`src/rtl/r200lsu_pkg.sv`:
```
// Shared definitions for the r200 load/store unit: RV32 width codes,
// FSM state encoding and the request legality/alignment check.
package r200lsu_pkg;

  localparam logic [2:0] F3_B  = 3'b000;
  localparam logic [2:0] F3_H  = 3'b001;
  localparam logic [2:0] F3_W  = 3'b010;
  localparam logic [2:0] F3_BU = 3'b100;
  localparam logic [2:0] F3_HU = 3'b101;

  typedef enum logic [1:0] {
    LSU_IDLE = 2'd0,
    LSU_BUSY = 2'd1,
    LSU_DONE = 2'd2
  } lsu_state_e;

  // Stores only accept the signed width codes; unsigned variants are load-only.
  function automatic logic req_legal(input logic       is_store,
                                     input logic [2:0] func3,
                                     input logic [1:0] addr_lo);
    logic ok;
    case (func3)
      F3_B:         ok = 1'b1;
      F3_H:         ok = ~addr_lo[0];
      F3_W:         ok = (addr_lo == 2'b00);
      F3_BU:        ok = ~is_store;
      F3_HU:        ok = ~is_store & ~addr_lo[0];
      default:      ok = 1'b0;
    endcase
    return ok;
  endfunction

endpackage

```
`src/rtl/r200lsu_align.sv`:
```
// Byte-lane steering for stores and lane extraction / extension for loads.
// Purely combinational; the caller supplies the relevant address bits.
module r200lsu_align
  import r200lsu_pkg::*;
(
  input  logic [2:0]  i_st_func3,
  input  logic [1:0]  i_st_addr,
  input  logic [31:0] i_st_data,
  output logic [3:0]  o_be,
  output logic [31:0] o_wdata,
  input  logic [2:0]  i_ld_func3,
  input  logic [1:0]  i_ld_addr,
  input  logic [31:0] i_ld_rdata,
  output logic [31:0] o_ld_data
);

  logic [7:0]  w_byte;
  logic [15:0] w_half;

  // NOTE: every output of an always_comb gets a default first so no path leaves it unassigned (no latch).
  always_comb begin
    o_be    = 4'b1111;
    o_wdata = i_st_data;
    case (i_st_func3[1:0])
      2'b00: begin
        o_be    = 4'b0001 << i_st_addr;
        o_wdata = {4{i_st_data[7:0]}};
      end
      2'b01: begin
        o_be    = i_st_addr[1] ? 4'b1100 : 4'b0011;
        o_wdata = {2{i_st_data[15:0]}};
      end
      default: ;
    endcase
  end

  always_comb begin
    case (i_ld_addr)
      2'b00:   w_byte = i_ld_rdata[7:0];
      2'b01:   w_byte = i_ld_rdata[15:8];
      2'b10:   w_byte = i_ld_rdata[23:16];
      default: w_byte = i_ld_rdata[31:24];
    endcase
    w_half = i_ld_addr[1] ? i_ld_rdata[31:16] : i_ld_rdata[15:0];
  end

  always_comb begin
    case (i_ld_func3)
      F3_B:    o_ld_data = {{24{w_byte[7]}}, w_byte};
      F3_H:    o_ld_data = {{16{w_half[15]}}, w_half};
      F3_BU:   o_ld_data = {24'd0, w_byte};
      F3_HU:   o_ld_data = {16'd0, w_half};
      default: o_ld_data = i_ld_rdata;
    endcase
  end

endmodule

```
`src/rtl/r200lsu.sv`:
```
// Memory-stage load/store unit: accepts one access from execute, runs it on the
// req/ack data bus with a timeout, stalls the pipeline meanwhile, returns loads.
module r200lsu
  import r200lsu_pkg::*;
#(
  parameter int ACK_TIMEOUT = 255,
  parameter int CNT_W       = 16
) (
  input  logic        clk,
  input  logic        rst,
  input  logic        req_valid,
  input  logic        req_memrd,
  input  logic        req_memwr,
  input  logic [2:0]  req_func3,
  input  logic [31:0] req_addr,
  input  logic [31:0] req_wdata,
  input  logic [4:0]  req_rdaddr,
  output logic        bus_req,
  output logic        bus_we,
  output logic [31:0] bus_addr,
  output logic [3:0]  bus_be,
  output logic [31:0] bus_wdata,
  input  logic        bus_ack,
  input  logic [31:0] bus_rdata,
  output logic        stall,
  output logic        ld_valid,
  output logic [31:0] ld_data,
  output logic [4:0]  ld_rdaddr,
  output logic        misalign_err,
  output logic        bus_err
);

  lsu_state_e       r_state, w_next;
  logic [CNT_W-1:0] r_cnt;
  logic [2:0]       r_func3;
  logic [1:0]       r_addr_lo;
  logic [4:0]       r_rdaddr;
  logic [31:0]      r_bus_addr, r_bus_wdata, r_ld_data;
  logic [3:0]       r_bus_be;
  logic             r_bus_we, r_ld_valid, r_misalign_err, r_bus_err;

  logic             w_req, w_ok, w_accept, w_reject, w_timeout;
  logic [3:0]       w_be;
  logic [31:0]      w_wdata, w_ld_ext;

  assign w_req     = req_valid & (req_memrd | req_memwr);
  assign w_ok      = req_legal(req_memwr, req_func3, req_addr[1:0]);
  assign w_accept  = (r_state == LSU_IDLE) & w_req & w_ok;
  assign w_reject  = (r_state == LSU_IDLE) & w_req & ~w_ok;
  assign w_timeout = ~bus_ack & (r_cnt == CNT_W'(ACK_TIMEOUT - 1));

  r200lsu_align u_align (
    .i_st_func3 (req_func3),
    .i_st_addr  (req_addr[1:0]),
    .i_st_data  (req_wdata),
    .o_be       (w_be),
    .o_wdata    (w_wdata),
    .i_ld_func3 (r_func3),
    .i_ld_addr  (r_addr_lo),
    .i_ld_rdata (bus_rdata),
    .o_ld_data  (w_ld_ext)
  );

  // NOTE: sequential state uses non-blocking assignments so every flop samples pre-edge values.
  always_ff @(posedge clk) begin
    if (rst) r_state <= LSU_IDLE;
    else     r_state <= w_next;
  end

  always_comb begin
    w_next = r_state;
    case (r_state)
      LSU_IDLE: if (w_accept) w_next = LSU_BUSY;
      LSU_BUSY: if (bus_ack || w_timeout) w_next = LSU_DONE;
      LSU_DONE: w_next = LSU_IDLE;
      default:  w_next = LSU_IDLE;
    endcase
  end

  // Accept-cycle stall is combinational so execute does not advance past a load.
  always_comb begin
    bus_req = (r_state == LSU_BUSY);
    stall   = (r_state == LSU_BUSY) | w_accept;
  end

  always_ff @(posedge clk) begin
    if (rst) begin
      r_cnt          <= '0;
      r_func3        <= '0;
      r_addr_lo      <= '0;
      r_rdaddr       <= '0;
      r_bus_addr     <= '0;
      r_bus_be       <= '0;
      r_bus_wdata    <= '0;
      r_bus_we       <= 1'b0;
      r_ld_data      <= '0;
      r_ld_valid     <= 1'b0;
      r_misalign_err <= 1'b0;
      r_bus_err      <= 1'b0;
    end else begin
      r_ld_valid     <= 1'b0;
      r_bus_err      <= 1'b0;
      r_misalign_err <= w_reject;
      if (w_accept) begin
        r_cnt       <= '0;
        r_func3     <= req_func3;
        r_addr_lo   <= req_addr[1:0];
        r_rdaddr    <= req_rdaddr;
        r_bus_addr  <= {req_addr[31:2], 2'b00};
        r_bus_be    <= w_be;
        r_bus_wdata <= w_wdata;
        r_bus_we    <= req_memwr;
      end
      if (r_state == LSU_BUSY) begin
        r_cnt <= r_cnt + CNT_W'(1);
        if (bus_ack) begin
          if (!r_bus_we) begin
            r_ld_data  <= w_ld_ext;
            r_ld_valid <= 1'b1;
          end
        end else if (w_timeout) begin
          r_bus_err <= 1'b1;
        end
      end
    end
  end

  assign bus_we       = r_bus_we;
  assign bus_addr     = r_bus_addr;
  assign bus_be       = r_bus_be;
  assign bus_wdata    = r_bus_wdata;
  assign ld_valid     = r_ld_valid;
  assign ld_data      = r_ld_data;
  assign ld_rdaddr    = r_rdaddr;
  assign misalign_err = r_misalign_err;
  assign bus_err      = r_bus_err;

endmodule

```
`config.mk`:
```
export PLATFORM = sky130hd
export DESIGN_NAME = r200lsu
export DESIGN_NICKNAME = d
export VERILOG_FILES = /design/src/rtl/r200lsu_pkg.sv /design/src/rtl/r200lsu_align.sv /design/src/rtl/r200lsu.sv
export SDC_FILE = /design/constraint.sdc
export NUM_CORES = 1
export LEC_CHECK = 0
export ABC_AREA = 1
export CORE_UTILIZATION = 41
export CTS_CLUSTER_DIAMETER = 30
export DETAILED_ROUTE_END_ITERATION = 8
export PLACE_DENSITY = 0.78
export SLEW_MARGIN = 20
export SYNTH_ARGS = -nofsm -noshare
export SYNTH_HDL_FRONTEND = slang
export SYNTH_SLANG_ARGS = --single-unit
export TNS_END_PERCENT = 50
```
`constraint.sdc`:
```
create_clock -name clk -period 1.7 [get_ports clk]
set_input_delay 0.51 -clock clk [delete_from_list [all_inputs] [get_ports clk]]
set_output_delay 0.51 -clock clk [all_outputs]
set_load 0.03 [all_outputs]
```
-- After elaboration in Yosys (flattened, before gate mapping)
Cells that the tools add are included.
- shift operators: 1
- bitwise gates (word level): 14
- muxes and demuxes: 14
- reductions and logical operators: 12
- equality and inequality tests: 14
- $add $sub $neg: 1
- operators with widths (cell ; count):
    $pmux 32 s4 ; 1
    $pmux 32 s2 ; 1
    $mux 16 ; 3
    $pmux 8 s3 ; 1
    $add 16x1->16 const B ; 1
    $eq 16x8->1 const B ; 1
    $eq 3x3->1 const B ; 4
    $logic_not 2->1 ; 4
    $pmux 4 s2 ; 1
    $and 1x1->1 ; 6
    $eq 2x1->1 const B ; 3
    $eq 3x1->1 const B ; 2
    $logic_not 3->1 ; 2
    $not 1->1 ; 6
    $reduce_or 3->1 ; 2
    $pmux 1 s5 ; 1
    $mux 2 ; 2
    $mux 4 ; 1
    $pmux 2 s2 ; 1
    $shl 1x2->4 const A ; 1
    $eq 3x2->1 const B ; 1
    $reduce_and 3->1 ; 1
    $eq 2x2->1 const B ; 1
    $mux 1 ; 2
    other kinds (6) ; 7
- register bits: 130
- output and inout port bits: 111
- logic and storage cells: 69

-- Longest topological paths before layout
Gate-level depths: netlist of run 1.
- word-level depth: 6
- mapped depth: 11

-- Hierarchy
From an unflattened synthesis of run 1, not the netlist that was laid out.
- cell total of the unflattened synthesis: 906
- area total of the unflattened synthesis: 6130.9 µm²
- by module, submodules not included (module ; area each (µm²) ; seq. area each (µm²) ; instances ; cells an instance):
    r200lsu ; 4937.2 ; 2602.5 ; 1 ; 653
    r200lsu_align ; 1193.6 ; 0.0 ; 1 ; 253

-- Worst setup path after synthesis of run 1
No wires, ideal clock.
- path kind: input port to output port
- start: input port req_func3[0]
- end: output port stall
- arrival: 1427 ps
- data required time: 1190 ps
- slack: -237 ps
- cell stages on the path: 6
- cells stage by stage: nor2_4 inv_2 nand2_2 nand3_2 buf_2 nand2_1
- word-level cells in the longest chain between the ends: 4
- elaborated cells between the ends (all ways): 8
- ends and longest elaborated chain (what ; line ; RTL):
    start: declaration ; r200lsu.sv:14 ; input logic [2:0] req_func3,
    $eq 3x3->1, or another cell as far along ; r200lsu_pkg.sv:22 ; case (func3)
    $pmux 1 s5 (*) ; r200lsu_pkg.sv:22 ;
    $and 1x1->1 (*) ; r200lsu.sv:48 ; assign w_accept = (r_state == LSU_IDLE) & w_req & w_ok;
    $or 1x1->1 (*) ; r200lsu.sv:83 ; stall = (r_state == LSU_BUSY) | w_accept;
    end: declaration ; r200lsu.sv:25 ; output logic stall,
Mark *: on every way between the ends. The rest lies on a longest branch, timed or not.

-- Worst setup path in the final report of run 1
- start: register r_state[1]
- end: output port stall
- word-level cells in the longest chain between the ends: 4
- elaborated cells between the ends (all ways): 5
- ends and longest elaborated chain (what ; line ; RTL):
    start: declaration ; r200lsu.sv:33 ; lsu_state_e r_state, w_next;
    start signal: assignment ; r200lsu.sv:67 ; else r_state <= w_next;
    $logic_not 2->1 ; r200lsu.sv:48 ;
    $and 1x1->1 (2 in series) ; r200lsu.sv:48 ;
    $or 1x1->1 (*) ; r200lsu.sv:83 ;
Marked as above.

==> results of run 1 <==
## per-stage QoR
step           TNS (ns)  util [%]  worst slack [ns]
5_1_grt           -6.21      67.4            -0.266
4_1_cts          -0.264      66.2            -0.257
3_3_place_gp     -47.22      62.2            -0.525
6_report         -0.426      67.4            -0.180
2_1_floorplan   -0.0140         -           -0.0140
3_5_place_dp     -51.72      62.2            -0.580
## worst max-delay path: stages (launching register included)
cell and delay, ns:
dfxtp_2 0.32, nor2_2 0.11, nand2_2 0.08, nor2_4 0.12
nand3_4 0.12, nand2_8 0.09, buf_6 0.12
## routing by layer
| metal | share of wire (%) | global-route usage, % | up-vias |
|---|---|---|---|
| met5 | 0 | 0 | - |
| li1 | - | - | 3393 |
| met1 | 41 | 30.9 | 3010 |
| met3 | 9.7 | 9.27 | 25 |
| met2 | 48 | 41.5 | 286 |
| met4 | 1.5 | 8.13 | 0 |
## final timing paths
path                                   start            to  slack (ns)  cells past startpoint
worst max-delay path              r_state[1]         stall       -0.18                      6
worst min-delay path            bus_wdata[2]  bus_wdata[2]        0.46                      2
worst max register to register    r_state[1]  bus_wdata[5]       -0.05                     12
worst min register to register  bus_wdata[2]  bus_wdata[2]        0.46                      2
## timing repair
item                                    in CTS  in global routing
pin swaps                                    6                 22
cloned                                       0                  3
buffers inserted                             2                  4
endpoints found under the setup margin     175                 95
gates resized for setup                    141                 98
## cell usage in the layout (no fill, tap or decap), types with 14 or more instances in the layout
cell type	count
nand3_1	36
a21oi_1	54
clkbuf_16	19
clkbuf_2	14
nor2_1	150
buf_4	54
dfxtp_1	128
nand2_1	190
inv_1	74
dlygate4sd2_1	40
clkdlybuf4s15_1	57
o21ai_0	116
clkdlybuf4s50_1	100
## state kept, by name (all words and copies together), names as in the netlist
register      cells
r_state           2
bus_we            1
misalign_err      1
r_addr_lo         2
bus_wdata        32
r_cnt            16
ld_rdaddr         5
ld_data          32
bus_addr         30
bus_be            4
bus_err           1
r_func3           3
ld_valid          1
## kinds of logic (layout without fill, tap and decap cells)
logic type | count (synthesis) | count (layout) | synth area share (%)
and+or+nand+nor | 408 | 408 | 27.5
adders and majority gates | 2 | 2 | 0.415
other | 1 | 3 | 0.0622
AOI/OAI and AO/OA | 219 | 219 | 19.2
buffers and inverters | 134 | 401 | 9.67
DFF | 130 | 130 | 43.1
## area by class of cell
cell class                      count  area share, %
Antenna cell                        1         0.0263
Inverter                           82           3.30
Sequential cell                   130           27.4
Clock buffer                       20           4.91
Tap cell                          180           2.37
Multi-Input combinational cell    631           30.9
Clock inverter                     12           1.90
Timing Repair Buffer              287           29.2
## power groups by stage
| stage | combinational (mW) | sequential, mW | clock [mW] |
|---|---|---|---|
| 4_1_cts | 1.43 | 3.24 | 4.01 |
| 5_1_grt | 1.60 | 3.25 | 4.15 |
| 3_3_place_gp | 1.47 | 3.30 | 0 |
| 6_report | 1.48 | 3.24 | 3.95 |
| 2_1_floorplan | 0.512 | 3.52 | 0 |
| 3_5_place_dp | 1.48 | 3.31 | 0 |
==> qor.txt, run 1 <==
Final min period -> 1.88 ns
Post-DP HPWL -> 13800 microns
commonest cells in the netlist -> 194 x nand2_1, 153 x nor2_1, 130 x dfxtp_1
Total Nets Final -> 1261
deepest clock path buffer count -> 2
largest net degree at the start of global routing -> 42
Mapped Area -> 6030 sq um
leading area contributor after synthesis -> dfxtp_1
final worst path period share -> 111%
Yosys reg bits -> 130
# placed instances -> 1301
CTS Hold Buffers Added -> 0
ANT nets after route -> 0
H-tree levels -> 4
DRT iter0 DRCs -> 507
via count -> 6714
Max Freq -> 0.532 GHz
Power Dens Cells -> 912 nW/um^2
Clock Power Share -> 45.5%
share of cells above drive strength 1 -> 13.7%
Fin Clk Skew -> 0.00905 ns
syn avg cell area -> 6.75 sq um
worst path arrival time -> 1.37 ns
count leader, synth -> nand2_1
Syn. warnings -> 0
Slew Limit Fails -> 0
Pint -> 6.41 mW
failing checks -> setup timing
Synth top area share -> 43.1%
Sw Pwr -> 2.26 mW
gpl congestion -> 0.893
kind of critical path -> reg2out
clock insertion delay at the later pin of the skew report -> 0.42 ns
Max IR drop VDD -> 0.000689 V
Hold WC Path Type -> reg2reg
CTS tree -> yes
post-DR vias/cell -> 5.00
drt first pass iters -> 5
first-pass GRT wire length -> 29900 microns
hold slack final -> 0.459 ns
Initial Util -> 42.8%
Netlist cell types -> 34
die height -> 123 microns
Filler Cell Count -> 1248
Post-synth EDFFs -> 0
Num CTS Buffers -> 17
num rows -> 43
die area -> 15200 sq um
Sw Share -> 26.1%
all-layer global routing usage -> 25.4%
register area share after synthesis -> 43.1%
CP Capture Type -> output pin
CTS Sinks -> 130
status -> complete, but fails checks
RSZ-0062 raised after global routing -> true
Design Area, Final -> 9500 sq um
port bufs -> 218
leakage power -> 4.15 nW
Post-Syn Instances -> 894
DRC -> 0
crit start category -> flip-flop
final WL -> 19400 microns
final setup violation count -> 13
predominant post-synthesis flop cell -> dfxtp_1
Reg area -> 2610 sq um
initial antenna violation count -> 0
max_cap viols -> 0
area occupied by multi-input gates -> 2940 sq um
Post-DP Area -> 8760 sq um
CP required -> 1.19 ns
area of the core -> 14100 sq um
Final Hold Fails -> 0
P&R area growth vs syn -> 57.6%
via count of the first global-routing pass -> 6129
Design Power -> 8.67 mW
Overflow after GRT -> 0
Root Buffer -> clkbuf_16
Synth area leaders -> dfxtp_1 43%, nand2_1 12%, o21ai_0 10%
Non-Filler Instances -> 1343
FFs w/ async S/R, synth -> 0%
Comb pwr share -> 17.1%
setup ws final -> -0.180 ns
clk slew on worst S/H paths -> 0.06 ns
crit-path max FO -> 3
I/O pins -> 221
die span in x -> 123 microns
routed length per instance -> 14.4 microns
sequential share of power -> 37.4%
(Power assumes the default switching activity.)
==> inputs of run 2 (changes only) <==
- PLACE_DENSITY: 0.78 -> 0.77
- SYNTH_HIERARCHICAL: not set -> 1
==> qor.txt, run 2 <==
Critical Path Sink -> stall
Filler Cell Count -> 1321
reg2reg end -> ld_data[8]
Max Freq -> 0.537 GHz
FFs w/ async S/R, synth -> 0%
Mapped Area -> 6130 sq um
Post-DP HPWL -> 13800 microns
Final min period -> 1.86 ns
Initial Util -> 42.0%
I/O pins -> 221
routed length per instance -> 14.2 microns
initial antenna violation count -> 0
crit path from -> req_addr[1]
Antenna diodes -> 0
clock insertion delay at the later pin of the skew report -> 0.41 ns
CTS tree -> yes
deepest clock path buffer count -> 2
Power Dens Cells -> 952 nW/um^2
share of cells above drive strength 1 -> 13.3%
drt first pass iters -> 5
count leader, synth -> nor2_1
kind of critical path -> in2out
fin util -> 63.5%
predominant post-synthesis flop cell -> dfxtp_1
Syn. warnings -> 6
final WL -> 18900 microns
Root Buffer -> clkbuf_16
CTS Hold Buffers Added -> 0
most frequent cells in the layout -> 244 x nor2_1, 155 x nand2_1, 131 x o21ai_0
all-layer global routing usage -> 24.5%
leakage power -> 4.06 nW
clk slew on worst S/H paths -> 0.06 ns
gpl congestion -> 0.868
Max IR drop VDD -> 0.000720 V
Post-DP Area -> 8670 sq um
ANT nets after route -> 0
crit start category -> primary input
area of the core -> 14600 sq um
setup ws final -> -0.164 ns
Critical R2R Launch -> r_addr_lo[1]
CTS Sinks -> 130
reg2reg setup slack -> 0.11 ns
hold slack final -> 0.474 ns
crit-path max FO -> 2
Post-Syn Instances -> 906
WP buf/inv -> 2
Fin Clk Skew -> 0.00698 ns
syn avg cell area -> 6.77 sq um
worst slew pin tran -> 0.502 ns
Slew Limit Fails -> 0
largest net degree at the start of global routing -> 50
RSZ-0062 raised after global routing -> true
status -> complete, but fails checks
Stages on worst setup path -> 6
CP Capture Type -> output pin
Num CTS Buffers -> 17
commonest cells in the netlist -> 248 x nor2_1, 157 x nand2_1, 131 x o21ai_0
Non-Filler Instances -> 1336
final worst path period share -> 110%
first-pass GRT wire length -> 30500 microns
DRT iter0 DRCs -> 523
max_cap viols -> 0
Slowest Stage Delay on Critical Path -> 0.24 ns
Synth area leaders -> dfxtp_1 42%, nor2_1 15%, o21ai_0 11%
failing checks -> setup timing
port bufs -> 218
num rows -> 44
Reg area -> 2610 sq um
worst path arrival time -> 1.35 ns
Final Hold Fails -> 0
Netlist cell types -> 35
register area share after synthesis -> 42.4%
Design Area, Final -> 9270 sq um
CP Cell Sequence -> clkdlybuf4s15_1 -> nand3b_1 -> nand2_2 -> nand2_4 -> nand2_8 -> buf_8
final setup violation count -> 2
Slowest-stage cell, CP -> clkdlybuf4s15_1
Yosys reg bits -> 130
die height -> 124 microns
# placed instances -> 1299
via count -> 6672
CP required -> 1.19 ns
Synth top area share -> 42.4%
Overflow after GRT -> 0
leading area contributor after synthesis -> dfxtp_1
Total Nets Final -> 1251
post-DR vias/cell -> 4.99
most common cell after layout, fill and taps aside -> nor2_1
die area -> 15400 sq um
Worst path top cell family by delay -> simple AND/OR/NAND/NOR gates
Hold WC Path Type -> reg2reg
setup TNS -> -0.282 ns
Post-synth EDFFs -> 0
area occupied by multi-input gates -> 3030 sq um
DRC -> 0
die span in x -> 124 microns
reg2reg path depth -> 7
via count of the first global-routing pass -> 6133
P&R area growth vs syn -> 51.1%
slew margin rel. -> 66.5%
H-tree levels -> 4
-- run 2: cell count changes after synthesis, moves of 8 or more --
| cell | previous run | this run |
|---|---|---|
| o21ai_0 | 123 | 131 |
| buf_4 | 5 | 17 |
| inv_1 | 76 | 38 |
| o21ai_1 | 8 | 0 |
| a21oi_1 | 62 | 46 |
| nor2_1 | 153 | 248 |
| nand2_1 | 194 | 157 |
-- run 2: area by class of cell --
cell class,count,share of cell area (%)
Clock buffer,19,4.89
Clock inverter,13,1.96
Inverter,45,1.89
Multi-Input combinational cell,667,32.7
Sequential cell,130,28.1
Tap cell,184,2.48
Timing Repair Buffer,278,28.0
-- run 2: cells by family (layout without fill, tap and decap cells) --
group	count (synthesis)	in the layout	share of synthesized area, %
fa+ha+maj	2	2	0.408
buf+inv	110	355	9.10
compound gates	189	189	16.0
simple gates	474	474	32.0
other cells	1	2	0.0612
flops	130	130	42.4
-- run 2: timing repair --
action                     4_1_cts  5_1_grt
setup endpoints to repair      190      100
pin swaps                        4        7
gates resized for setup        133       77
setup buffers                    2        3
hold endpoints to repair         0        0
-- run 2: worst min-delay path by stage --
| stage | startpoint | to | slack, ns | depth (start not counted) |
|---|---|---|---|---|
| after floorplan | r_addr_lo[1] | r_addr_lo[1] | 0.46 | 2 |
| after global placement | bus_addr[20] | bus_addr[20] | 0.46 | 2 |
| after detailed placement | bus_addr[7] | bus_addr[7] | 0.47 | 2 |
| after CTS | bus_addr[20] | bus_addr[20] | 0.48 | 2 |
| after global routing | bus_addr[16] | bus_addr[16] | 0.50 | 2 |
| final | bus_addr[8] | bus_addr[8] | 0.47 | 2 |
-- run 2: worst min-delay path, delay by kind of cell (launching register included) --
| kind | cells | cell delay (ns) |
|---|---|---|
| flops | 1 | 0.32 |
| simple gates | 2 | 0.12 |
-- run 2: stage by stage --
stage | setup slack, ns | power (mW)
after floorplan | 0.00715 | 4.25
after global placement | -0.509 | 5.00
after detailed placement | -0.549 | 5.02
after CTS | -0.206 | 8.87
after global routing | -0.189 | 9.19
final | -0.164 | 8.82
-- run 2: metal layers --
metal  track usage (%)  share of wire [%]
met4              7.37                1.6
met2              41.4                 48
met5                 0                  0
met1              29.5                 43
met3              7.95                7.8
-- run 2: report_power, final --
part | leakage [nW] | internal (mW) | switching, mW | total [mW]
Sequential | 1.06 | 3.19 | 0.0760 | 3.27
Combinational | 2.70 | 0.698 | 0.930 | 1.63
Clock | 0.310 | 2.53 | 1.39 | 3.92
